[src/rtl/snitch_icache_flush_ctrl.sv]
// Flush sequencer for the L1 instruction cache: drains lookups and refills,
// then walks the tag array invalidating every line before acknowledging.
module snitch_icache_flush_ctrl #(
  parameter int unsigned LINE_COUNT    = 128,
  parameter int unsigned SET_COUNT     = 4,
  parameter bit          PARALLEL_SETS = 1'b1,
  parameter int unsigned COUNT_ALIGN   = $clog2(LINE_COUNT),
  parameter int unsigned SET_ALIGN     = $clog2(SET_COUNT)
) (
  input  logic                   clk_i,
  input  logic                   rst_ni,
  input  logic                   flush_valid_i,
  output logic                   flush_ready_o,
  output logic                   flush_busy_o,
  input  logic                   refill_pending_i,
  input  logic                   lookup_idle_i,
  output logic                   lookup_stall_o,
  output logic [COUNT_ALIGN-1:0] inv_addr_o,
  output logic [SET_COUNT-1:0]   inv_set_mask_o,
  output logic                   inv_valid_o,
  input  logic                   inv_ready_i
);

  localparam int unsigned CW =
    PARALLEL_SETS ? COUNT_ALIGN : COUNT_ALIGN + SET_ALIGN;
  localparam int unsigned BEATS =
    PARALLEL_SETS ? LINE_COUNT : LINE_COUNT * SET_COUNT;
  localparam logic [CW-1:0] LAST = CW'(BEATS - 1);

  typedef enum logic [1:0] {
    Idle,
    Drain,
    Sweep,
    Done
  } state_e;

  state_e        state_q, state_d;
  logic [CW-1:0] cnt_q, cnt_d;

  always_comb begin
    state_d = state_q;
    cnt_d   = cnt_q;
    unique case (state_q)
      Idle: begin
        if (flush_valid_i) state_d = Drain;
      end
      Drain: begin
        if (!refill_pending_i && lookup_idle_i) begin
          state_d = Sweep;
          cnt_d   = '0;
        end
      end
      Sweep: begin
        if (inv_ready_i) begin
          if (cnt_q == LAST) state_d = Done;
          else               cnt_d   = cnt_q + 1'b1;
        end
      end
      Done: begin
        state_d = Idle;
        cnt_d   = '0;
      end
      default: state_d = Idle;
    endcase
  end

  always_ff @(posedge clk_i or negedge rst_ni) begin
    if (!rst_ni) begin
      state_q <= Idle;
      cnt_q   <= '0;
    end else begin
      state_q <= state_d;
      cnt_q   <= cnt_d;
    end
  end

  assign flush_busy_o   = (state_q != Idle);
  assign lookup_stall_o = (state_q != Idle);
  assign inv_valid_o    = (state_q == Sweep);
  assign flush_ready_o  = (state_q == Done);

  // Address and mask are gated so every output reads 0 outside the sweep.
  if (PARALLEL_SETS) begin : g_par
    assign inv_addr_o     = inv_valid_o ? cnt_q : '0;
    assign inv_set_mask_o = {SET_COUNT{inv_valid_o}};
  end else begin : g_ser
    logic [SET_COUNT-1:0] one;
    assign one = {{(SET_COUNT-1){1'b0}}, 1'b1};
    assign inv_addr_o =
      inv_valid_o ? cnt_q[CW-1:SET_ALIGN] : '0;
    assign inv_set_mask_o =
      inv_valid_o ? (one << cnt_q[SET_ALIGN-1:0]) : '0;
  end

`ifndef SYNTHESIS
  if (LINE_COUNT < 2 ||
      (LINE_COUNT & (LINE_COUNT - 1)) != 0) begin : g_chk_lines
    $error("LINE_COUNT must be a power of two >= 2");
  end
  if (SET_COUNT < 2 ||
      (SET_COUNT & (SET_COUNT - 1)) != 0) begin : g_chk_sets
    $error("SET_COUNT must be a power of two >= 2");
  end

  a_inv_stall: assert property (
    @(posedge clk_i) disable iff (!rst_ni)
    inv_valid_o |-> lookup_stall_o);

  a_ack_pulse: assert property (
    @(posedge clk_i) disable iff (!rst_ni)
    flush_ready_o |=> !flush_ready_o);
`endif

endmodule

[config.mk]
export PLATFORM = sky130hd
export DESIGN_NAME = snitch_icache_flush_ctrl
export DESIGN_NICKNAME = d
export VERILOG_FILES = /design/src/rtl/snitch_icache_flush_ctrl.sv
export SDC_FILE = /design/constraint.sdc
export NUM_CORES = 1
export LEC_CHECK = 0
export ABC_AREA = 1
export CAP_MARGIN = 20
export CORE_UTILIZATION = 25
export CTS_BUF_LIST = sky130_fd_sc_hd__clkbuf_16
export DETAILED_ROUTE_END_ITERATION = 16
export SLEW_MARGIN = 20
export SYNTH_ARGS = -nofsm -noshare
export SYNTH_HDL_FRONTEND = slang
export SYNTH_SLANG_ARGS = --single-unit
[constraint.sdc]
create_clock -name clk_i -period 1.65 [get_ports clk_i]
set_clock_uncertainty 0.2 [all_clocks]
set_input_delay 0.495 -clock clk_i [delete_from_list [all_inputs] [get_ports clk_i]]
set_output_delay 0.495 -clock clk_i [all_outputs]
set_load 0.01 [all_outputs]
* Word-level counts from Yosys, hierarchy flattened
Cells that the tools add are included.
** Word-level totals
- Word-level logic and storage cells :: 29
- Bits in registers :: 9
- Output and inout port bits :: 15
- Input port bits :: 6
** Operators by class
- Equal/unequal tests :: 9
- Reductions and logical operators :: 7
- Multiplexer cells :: 10
- Add/sub/neg operators :: 1
** Operators with widths (count)
- 7-bit 2-to-1 mux :: 4
- 7-bit case mux with 3 select lines :: 1
- 2-bit 2-to-1 mux :: 4
- 2-bit case mux with 4 select lines :: 1
- 4-bit AND reduction :: 2
- 7-bit by 1-bit adder with 7-bit output, second input constant :: 1
- 7-bit equality test, second input constant :: 1
- 2-bit != test, second input constant :: 3
- 2-bit equality test, second input constant :: 2
- 2-bit by 1-bit != test with 1-bit output, second input constant :: 2
- 3-bit nonzero test :: 1
- 2-bit by 1-bit equality test with 1-bit output, second input constant :: 1
- 2-bit zero test :: 1
- 2-bit nonzero test :: 1
- 1-bit logical AND :: 1
- 1-bit zero test :: 1

* Depth between registers and ports, before layout
- Depth in word-level cells :: 4
- Mapped depth :: 10
- Gate-level depth less buffers :: 9

* Worst setup path after synthesis
OpenSTA, ideal clock, no wires.
- Path type :: reg2out
- Start :: register state_q[0]
- End :: output port inv_addr_o[6]
- Path slack :: -0.122 ns
- Required time :: 0.955 ns
- Arrival time :: 1.077 ns
- Stages on the path, launching flop included :: 6
- Path through :: dfrtp_1 -> inv_1 -> ha_1 -> buf_6 -> nand2_1 -> inv_2
** Between the ends
- Cells in the longest elaborated chain, start to end :: 2
** Ends and longest elaborated chain
- start: declaration :: line 37 : state_e state_q, state_d;
- start signal: assignment :: line 69 : state_q <= Idle;
- start signal: assignment :: line 72 : state_q <= state_d;
- 2-bit equality test :: line 79 : assign inv_valid_o = (state_q == Sweep);
- via inv_valid_o :: line 20 : output logic inv_valid_o,
- 7-bit 2-to-1 mux :: line 84 : assign inv_addr_o = inv_valid_o ? cnt_q : '0;
- end: declaration :: line 18 : output logic [COUNT_ALIGN-1:0] inv_addr_o,
The timed path passes the listed nets, and every way through them passes these cells.

* Final worst setup path
- Start :: register state_q[1]
- End :: output port inv_addr_o[4]
** Between the ends
- Cells in the longest elaborated chain, start to end :: 2
** Ends and longest elaborated chain (line)
- 2-bit equality test :: 79
- 7-bit 2-to-1 mux :: 84
No other way between the ends.

==> flow_metrics.tcl <==
set metrics [dict create \
    fin_crit_sh_pct 113 \
    chipWidth_um 55.8 \
    most-common-layout-cells "nand2_1, buf_4, buf_6" \
    core_um2 2760 \
    clk_pin_slew_worst_paths_ns 0.04 \
    std_cell_rows 19 \
    num_vias 749 \
    syn_to_final_growth_pct 69.1 \
    drive_gt1_share_pct 46.9 \
    ff_latch_area_um2 226 \
    final_common_cell "nand2_1" \
    setup_viol_count_final 24 \
    clock_sinks 9 \
    drv_cap 0 \
    critPathArrivalTime_ns 1.18 \
    track_usage_pct 13.5 \
    yosys_warnings 0 \
    cts_tree "yes" \
    finalMaxSlewViolations 0 \
    grt_start_max_net_pins 10 \
    rsz0062_at_grt "true" \
    postSynthCellCount 105 \
    finalSetupTns_ns -3.67 \
    power_mw 1.95 \
    yosysSeqAreaShare_pct 31.1 \
    p_leak_nw 0.700 \
    fill_cells 257 \
    crit_path_end_kind "output port" \
    worst-path-max-fanout 5 \
    fin_ws_ns -0.221 \
    finalHoldViolations 0 \
    gp_congestion 0.811 \
    max_freq_ghz 0.535 \
    grt_pass1_vias 758 \
    critical_path_class "flip-flop to output port" \
    multiInputGateArea_um2 442 \
    ant_nets 0 \
    slew_headroom_pct 71.7 \
    clock-root-buffer "clkbuf_16" \
    htreeDepth 1 \
    die-area_um2 3120 \
    hold_class "primary input to async pin" \
    antenna_cells 0 \
    cts_made_buffers 3 \
    initial_core_util_pct 26.3 \
    syn_area_per_cell_um2 6.90 \
    vias_per_cell 4.26 \
    insertion_delay_ns 0.23 \
    ioPinCount 21 \
    start_kind "flip-flop" \
    grt_pass1_wl_um 3200 \
    clock_path_buffers 2 \
    worst_pin_slew_ns 0.423 \
    dp.final_hpwl_um 1320 \
    drcViolationCount 0 \
    portBuffers 20 \
    synth.distinct_cells 20 \
    syn_area_um2 724 \
    wl_um 1800 \
    synthesis.nets 116 \
    wl_per_cell_um 10.2 \
    pwr_density_cell_nw_per_um2 1590 \
    fin_nets 157 \
    chipHeight_um 55.8 \
    violations "setup timing" \
    status "finished with violations" \
    antenna_found_initial 0 \
    synth-seq-cells 9 \
    drtPass1Iterations 4 \
    dr.first_iter.drc_count 17 \
    required_ns 0.95 \
    peakVddDrop_v 0.000849 \
    gr-total-overflow 0 \
    period_minus_slack_ns 1.87 \
]
-- cells in the mapped netlist --
| cell | count | share of area, % |
|---|---|---|
| nand2_1 | 38 | 20 |
| inv_1 | 13 | 6.7 |
| nor2_1 | 11 | 5.7 |
| dfrtp_1 | 9 | 31 |
| buf_4 | 5 | 5.2 |
| ha_1 | 5 | 8.6 |
| nand3_1 | 5 | 3.5 |
| inv_2 | 3 | 1.6 |
| nand2_2 | 2 | 1.7 |
| nor2_2 | 2 | 1.7 |
| nor3_1 | 2 | 1.4 |
| o21bai_1 | 2 | 2.1 |
| buf_6 | 1 | 1.6 |
| inv_6 | 1 | 1.2 |
| nand2_4 | 1 | 1.6 |
| nand3_4 | 1 | 2.4 |
| o21ai_0 | 1 | 0.69 |
| o21ai_2 | 1 | 1.2 |
| or2_4 | 1 | 1.2 |
| xor2_1 | 1 | 1.2 |
-- routing by layer --
metal / up-vias / GRT usage, % / part of all wire (%)
li1: 390 / - / -
met1: 331 / 16.3 / 46
met2: 23 / 22.5 / 46
met3: 5 / 1.86 / 4.9
met4: 0 / 8.36 / 2.8
met5: - / 0 / 0
-- report_power, final --
group / internal, mW / switching, mW / total, mW
Clock: 0.316 / 0.104 / 0.420
Combinational: 0.610 / 0.612 / 1.22
Sequential: 0.269 / 0.0425 / 0.312
Total: 1.20 / 0.758 / 1.95
-- kinds of logic (layout without fill, tap and decap cells) --
| logic type | after synthesis | in the layout | synth area share [%] |
|---|---|---|---|
| simple gates | 63 | 63 | 38.9 |
| buf+inv | 23 | 63 | 16.2 |
| flops | 9 | 9 | 31.1 |
| fa+ha+maj | 5 | 5 | 8.64 |
| compound gates | 4 | 4 | 3.97 |
| xor+xnor | 1 | 1 | 1.21 |
-- final timing paths --
| kind | startpoint | to | depth (start not counted) | slack, ns |
|---|---|---|---|---|
| worst max-delay path | state_q[1] | inv_addr_o[4] | 5 | -0.22 |
| worst min-delay path | rst_ni | cnt_q[6] | 1 | 0.37 |
| worst max register to register | state_q[0] | cnt_q[1] | 11 | -0.15 |
| worst min register to register | cnt_q[6] | cnt_q[6] | 3 | 0.41 |
| max in group asynchronous | rst_ni | state_q[1] | 1 | 0.56 |
| min in group clk_i | cnt_q[6] | cnt_q[6] | 3 | 0.41 |
-- worst max-delay path, stage by stage (launching register included) --
cell	delay (ns)
dfrtp_2	0.43
ha_4	0.19
buf_6	0.13
nand2_2	0.04
inv_1	0.03
buf_2	0.12
-- state kept, by name, summed over array words and instances, names as in the netlist --
name,count
state_q,2
cnt_q,7
-- stage by stage --
step           util [%]  instance area [µm²]  hold WS, ns  std cells  worst slack (ns)
3_5_place_dp       38.8                 1070        0.378        169            -0.386
5_1_grt            44.4                 1220        0.406        176            -0.272
2_1_floorplan         -                  737    -0.000591        105            0.0193
4_1_cts            42.8                 1180        0.378        176            -0.232
3_3_place_gp       38.8                 1070        0.366        169            -0.352
6_report           44.4                 1220        0.367        176            -0.221
-- layout make-up --
class / instances / area share (%)
Clock buffer: 3 / 6.13
Clock inverter: 1 / 0.306
Inverter: 17 / 5.82
Multi-Input combinational cell: 73 / 36.1
Sequential cell: 9 / 18.5
Tap cell: 31 / 3.17
Timing Repair Buffer: 42 / 30.0
-- repair_timing --
| item | CTS | global route |
|---|---|---|
| hold buffers | 0 | 0 |
| endpoints found under the setup margin | 24 | 24 |
| pin swaps | 1 | 0 |
| hold endpoints to repair | 0 | 0 |
| gates resized for setup | 81 | 14 |
| buffers inserted | 3 | 0 |
Note: power is estimated with default switching activity, not from simulation.
==> RTL change 1, RTL diff (same settings) <==
Set the parameter `SET_COUNT` to 8 (it was 4).
--- a/src/rtl/snitch_icache_flush_ctrl.sv
+++ b/src/rtl/snitch_icache_flush_ctrl.sv
@@ -2,7 +2,7 @@
 // then walks the tag array invalidating every line before acknowledging.
 module snitch_icache_flush_ctrl #(
   parameter int unsigned LINE_COUNT    = 128,
-  parameter int unsigned SET_COUNT     = 4,
+  parameter int unsigned SET_COUNT     = 8,
   parameter bit          PARALLEL_SETS = 1'b1,
   parameter int unsigned COUNT_ALIGN   = $clog2(LINE_COUNT),
   parameter int unsigned SET_ALIGN     = $clog2(SET_COUNT)
Ports: changed (resized inv_set_mask_o); port bits go from 21 to 25. The function was not compared with the original's and may differ.
==> RTL change 1 against the original RTL <==
- the flow finishes with violations (design-rule violations, negative setup slack)
- maximum frequency down 0.50%
- sequential power down 1%
- total power grew 12%
- clock power increased by 2%
- sequential cell count stayed put
- hold slack barely moved
- largest cell class unchanged
- routed wire length is 7.6% higher
- synthesized area up 4.1%
- cell area is 7.2% higher
- worst setup slack worse by 9.3 ps
==> RTL change 1: results (changes against the original RTL) <==
worst_setup_path:
  highest_fanout_seen_on_the_critical_path: 4  # -1
outcome:
  status: "complete, but fails checks"
  failing_checks: "design-rule violations, negative setup slack"
routing:
  remaining_drc_errors: 8  # +8
  drt-wirelength-per-cell_um: 10.8  # +5.8%
  detail_route.first_pass.iterations: 10  # +6
  drt-met1-wl_um: 836  # +0.97%
  met3RoutedLength_um: 122  # +37%
  vias: 781  # +4.3%
final_layout:
  layout.nets: 160  # +1.9%
  final_layout_size_suffix_gt1_share_pct: 51.4  # +4.5 points
yosys:
  synth-compound-area-share_pct: 3.81  # -0.16 points
  syn_nets: 120  # +3.4%
  ys_top_cells_by_count: "sky130_fd_sc_hd__nand2_1 (38), sky130_fd_sc_hd__inv_1 (13), sky130_fd_sc_hd__nor2_1 (11)"
  synth_xor_xnor_area_share_pct: 1.16  # -0.048 points
  yosys.area_share.adder_pct: 8.29  # -0.34 points
  ys_top_cells_by_area: "sky130_fd_sc_hd__dfrtp_1 (30%), sky130_fd_sc_hd__nand2_1 (19%), sky130_fd_sc_hd__buf_4 (9.0%)"
sta:
  setup-violations-final: 28  # +17%
  fin_ws_ps: -230  # -9.33 ps
power:
  ir_drop_uv: 624  # -27%
  power.static_leakage_nw: 0.714  # +2.0%
grt:
  grt_max_degree: 11  # +1
  globalRouteTotalUtil_pct: 13.8  # +0.29 points
place:
  finalWeightedCongestion: 0.772  # -4.7%
  port_buffers: 24  # +20%
[RTL change 1: cell count changes in the layout (fill, tap and decap cells not counted), sizes merged]
cell,before,now
buf,37,40
clkdlybuf4s50,5,4
dlygate4sd2,0,1
[RTL change 1: cells by family (layout without fill, tap and decap cells)]
| logic type | count (synthesis) | after routing |
|---|---|---|
| AOI/OAI and AO/OA | 4 | 4 |
| and+or+nand+nor | 63 | 63 |
| adders and majority gates | 5 | 5 |
| DFF | 9 | 9 |
| buffers and inverters | 27 | 66 |
| xor gates and xnor gates | 1 | 1 |
[RTL change 1: power groups by stage]
stage	sequential, mW	clock (mW)	combinational [mW]
after floorplan	0.312	0	0.736
after global placement	0.298	0	1.20
after detailed placement	0.300	0	1.21
after CTS	0.302	0.439	1.40
after global routing	0.311	0.456	1.57
final	0.308	0.427	1.45
[RTL change 1: worst max-delay path, stage by stage, from the launching register on]
cell                      delay [ps]
sky130_fd_sc_hd__dfrtp_2         430
sky130_fd_sc_hd__ha_4            180
sky130_fd_sc_hd__buf_6           130
sky130_fd_sc_hd__nand2_2          60
sky130_fd_sc_hd__inv_2            40
sky130_fd_sc_hd__buf_6           110
[RTL change 1: area by class of cell]
type / instances / area share, %
repair buffers: 45 / 33.3
well taps: 31 / 2.96
multi-input cells: 73 / 35.1
clock buffers: 3 / 5.72
flip-flops and latches: 9 / 17.3
inverters: 17 / 5.43
clock inverters: 1 / 0.286
[RTL change 1: final timing paths]
check                      cells after the start       endpoint  startpoint
min in group clk_i                             3       cnt_q[1]    cnt_q[1]
setup reg to reg                              10       cnt_q[1]  state_q[0]
hold reg to reg                                3       cnt_q[1]    cnt_q[1]
setup / recovery                               5  inv_addr_o[0]  state_q[1]
hold / removal                                 1       cnt_q[6]      rst_ni
max in group asynchronous                      1     state_q[1]      rst_ni
[RTL change 1: what timing repair did]
item / 4_1_cts / 5_1_grt
endpoints found under the setup margin: 28 / 28
pin swaps: 3 / 3
hold buffers: 0 / 0
resized for setup: 114 / 7
buffers inserted: 5 / 1
[RTL change 1: metal layers]
layer / up-vias / global-route usage (%)
met5: - / 0
met4: 0 / 8.36
met3: 5 / 3.40
met2: 25 / 22.4
met1: 357 / 16.4
li1: 394 / -
[RTL change 1: metrics by stage]
| stage | hold slack [ps] | std cells | cell area (um2) |
|---|---|---|---|
| floorplan | -0.591 | 109 | 767 |
| global placement | 364 | 172 | 1110 |
| detailed placement | 372 | 172 | 1110 |
| CTS | 391 | 179 | 1280 |
| global route | 403 | 179 | 1310 |
| finish | 367 | 179 | 1310 |
==> RTL change 2, RTL diff (same flow settings) <==
Made on the original files. Re-encode `state_e` (4 states) as one-hot, 4 bits wide.
--- a/src/rtl/snitch_icache_flush_ctrl.sv
+++ b/src/rtl/snitch_icache_flush_ctrl.sv
@@ -27,11 +27,11 @@
     PARALLEL_SETS ? LINE_COUNT : LINE_COUNT * SET_COUNT;
   localparam logic [CW-1:0] LAST = CW'(BEATS - 1);
 
-  typedef enum logic [1:0] {
-    Idle,
-    Drain,
-    Sweep,
-    Done
+  typedef enum logic [3:0] {
+    Idle  = 4'b0001,
+    Drain = 4'b0010,
+    Sweep = 4'b0100,
+    Done  = 4'b1000
   } state_e;
 
   state_e        state_q, state_d;
Check against the original RTL: no difference found for any inputs over 10 cycles, from zero or initial values and one cycle with rst_ni low; not proved beyond that.
==> RTL change 2 against the original RTL <==
- cell area grew 28%
- highest routed layer unchanged
- routed wire length is 36% higher
- sequential cell count rose by 2
- non-clock buffer count is 9 higher
- critical path depth stayed put
- critical endpoint is now inv_addr_o[2]
- the flow still finishes with violations (negative setup slack)
- synthesized area grew 22%
- total power up 14%
- worst setup slack lost 73 ps
- largest cell class unchanged
==> RTL change 2: results (changes against the original RTL) <==
sta:
  slew_headroom_pct: 86.6  # +15 points
  setup-violations-final: 23  # -4.2%
  fin_ws_ps: -293  # -72.7 ps
worst_setup_path:
  highest_fanout_seen_on_the_critical_path: 6  # +1
  crit_end: "inv_addr_o[2]"
  ff2ff_path_depth: 9  # -2
  rr_endpoint: "cnt_q[3]"
  timing.critical_path.from: "state_q[3]"
  worst-r2r-setup-slack_ps: -110  # +40 ps
yosys:
  ys_top_cells_by_area: "sky130_fd_sc_hd__dfrtp_1 (28%), sky130_fd_sc_hd__nand2_1 (12%), sky130_fd_sc_hd__nor2_1 (5.5%)"
  yosys.area_share.adder_pct: 1.41  # -7.2 points
  syn_nets: 125  # +7.8%
  synth-compound-area-share_pct: 4.38  # +0.41 points
  ys_top_cells_by_count: "sky130_fd_sc_hd__nand2_1 (28), sky130_fd_sc_hd__nor2_1 (13), sky130_fd_sc_hd__inv_1 (12)"
  synth.lib_cells_used.distinct: 25  # +25%
final_layout:
  biggestRegsByFlops: "cnt_q: 7 flops, state_q: 4 flops"
  final_layout_size_suffix_gt1_share_pct: 56.5  # +9.7 points
  layout.nets: 176  # +12%
  layout.filler_cells: 368  # +43%
routing:
  met3RoutedLength_um: 84  # -5.6%
cts:
  post_cts_resize_count: 86  # +6.2%
grt:
  gr-usage-met3_pct: 2.73  # +0.87 points
  via_count_of_the_first_global_routing_pass: 888  # +17%
power:
  power.static_leakage_nw: 0.753  # +7.5%
  ir_drop_uv: 487  # -43%
place:
  post-dp-hpwl_mm: 1.54  # +17%
  detailed_place.area_um2: 1250  # +17%
outcome:
  status: "complete, but fails checks"
  failing_checks: "negative setup slack"
## RTL change 2: power breakdown
group	internal, mW	switching, mW	leakage [nW]
Combinational	0.697	0.703	0.562
Clock	0.319	0.128	0.0423
Sequential	0.326	0.0452	0.148
## RTL change 2: worst max-delay path, delay by kind of cell, from the launching register on
family        cells  cell delay (ps)
buf+inv           2              250
flops             1              380
simple gates      3              360
## RTL change 2: area by class of cell
type,instances,area share [%]
Clock inverter,1,0.239
Timing Repair Buffer,51,28.4
Clock buffer,3,4.77
Sequential cell,11,17.6
Tap cell,46,3.66
Multi-Input combinational cell,86,41.1
Inverter,16,4.30
## RTL change 2: per-stage QoR
step / instances / utilization [%] / TNS, ps / worst slack (ps) / hold WS, ps
floorplan: 118 / - / 0 / 4.43 / -0.591
global placement: 198 / 37.2 / -8380 / -499 / 374
detailed placement: 198 / 37.2 / -8680 / -507 / 389
CTS: 211 / 43.0 / -4070 / -303 / 351
global route: 214 / 46.8 / -6130 / -369 / 376
finish: 214 / 46.8 / -4590 / -293 / 349
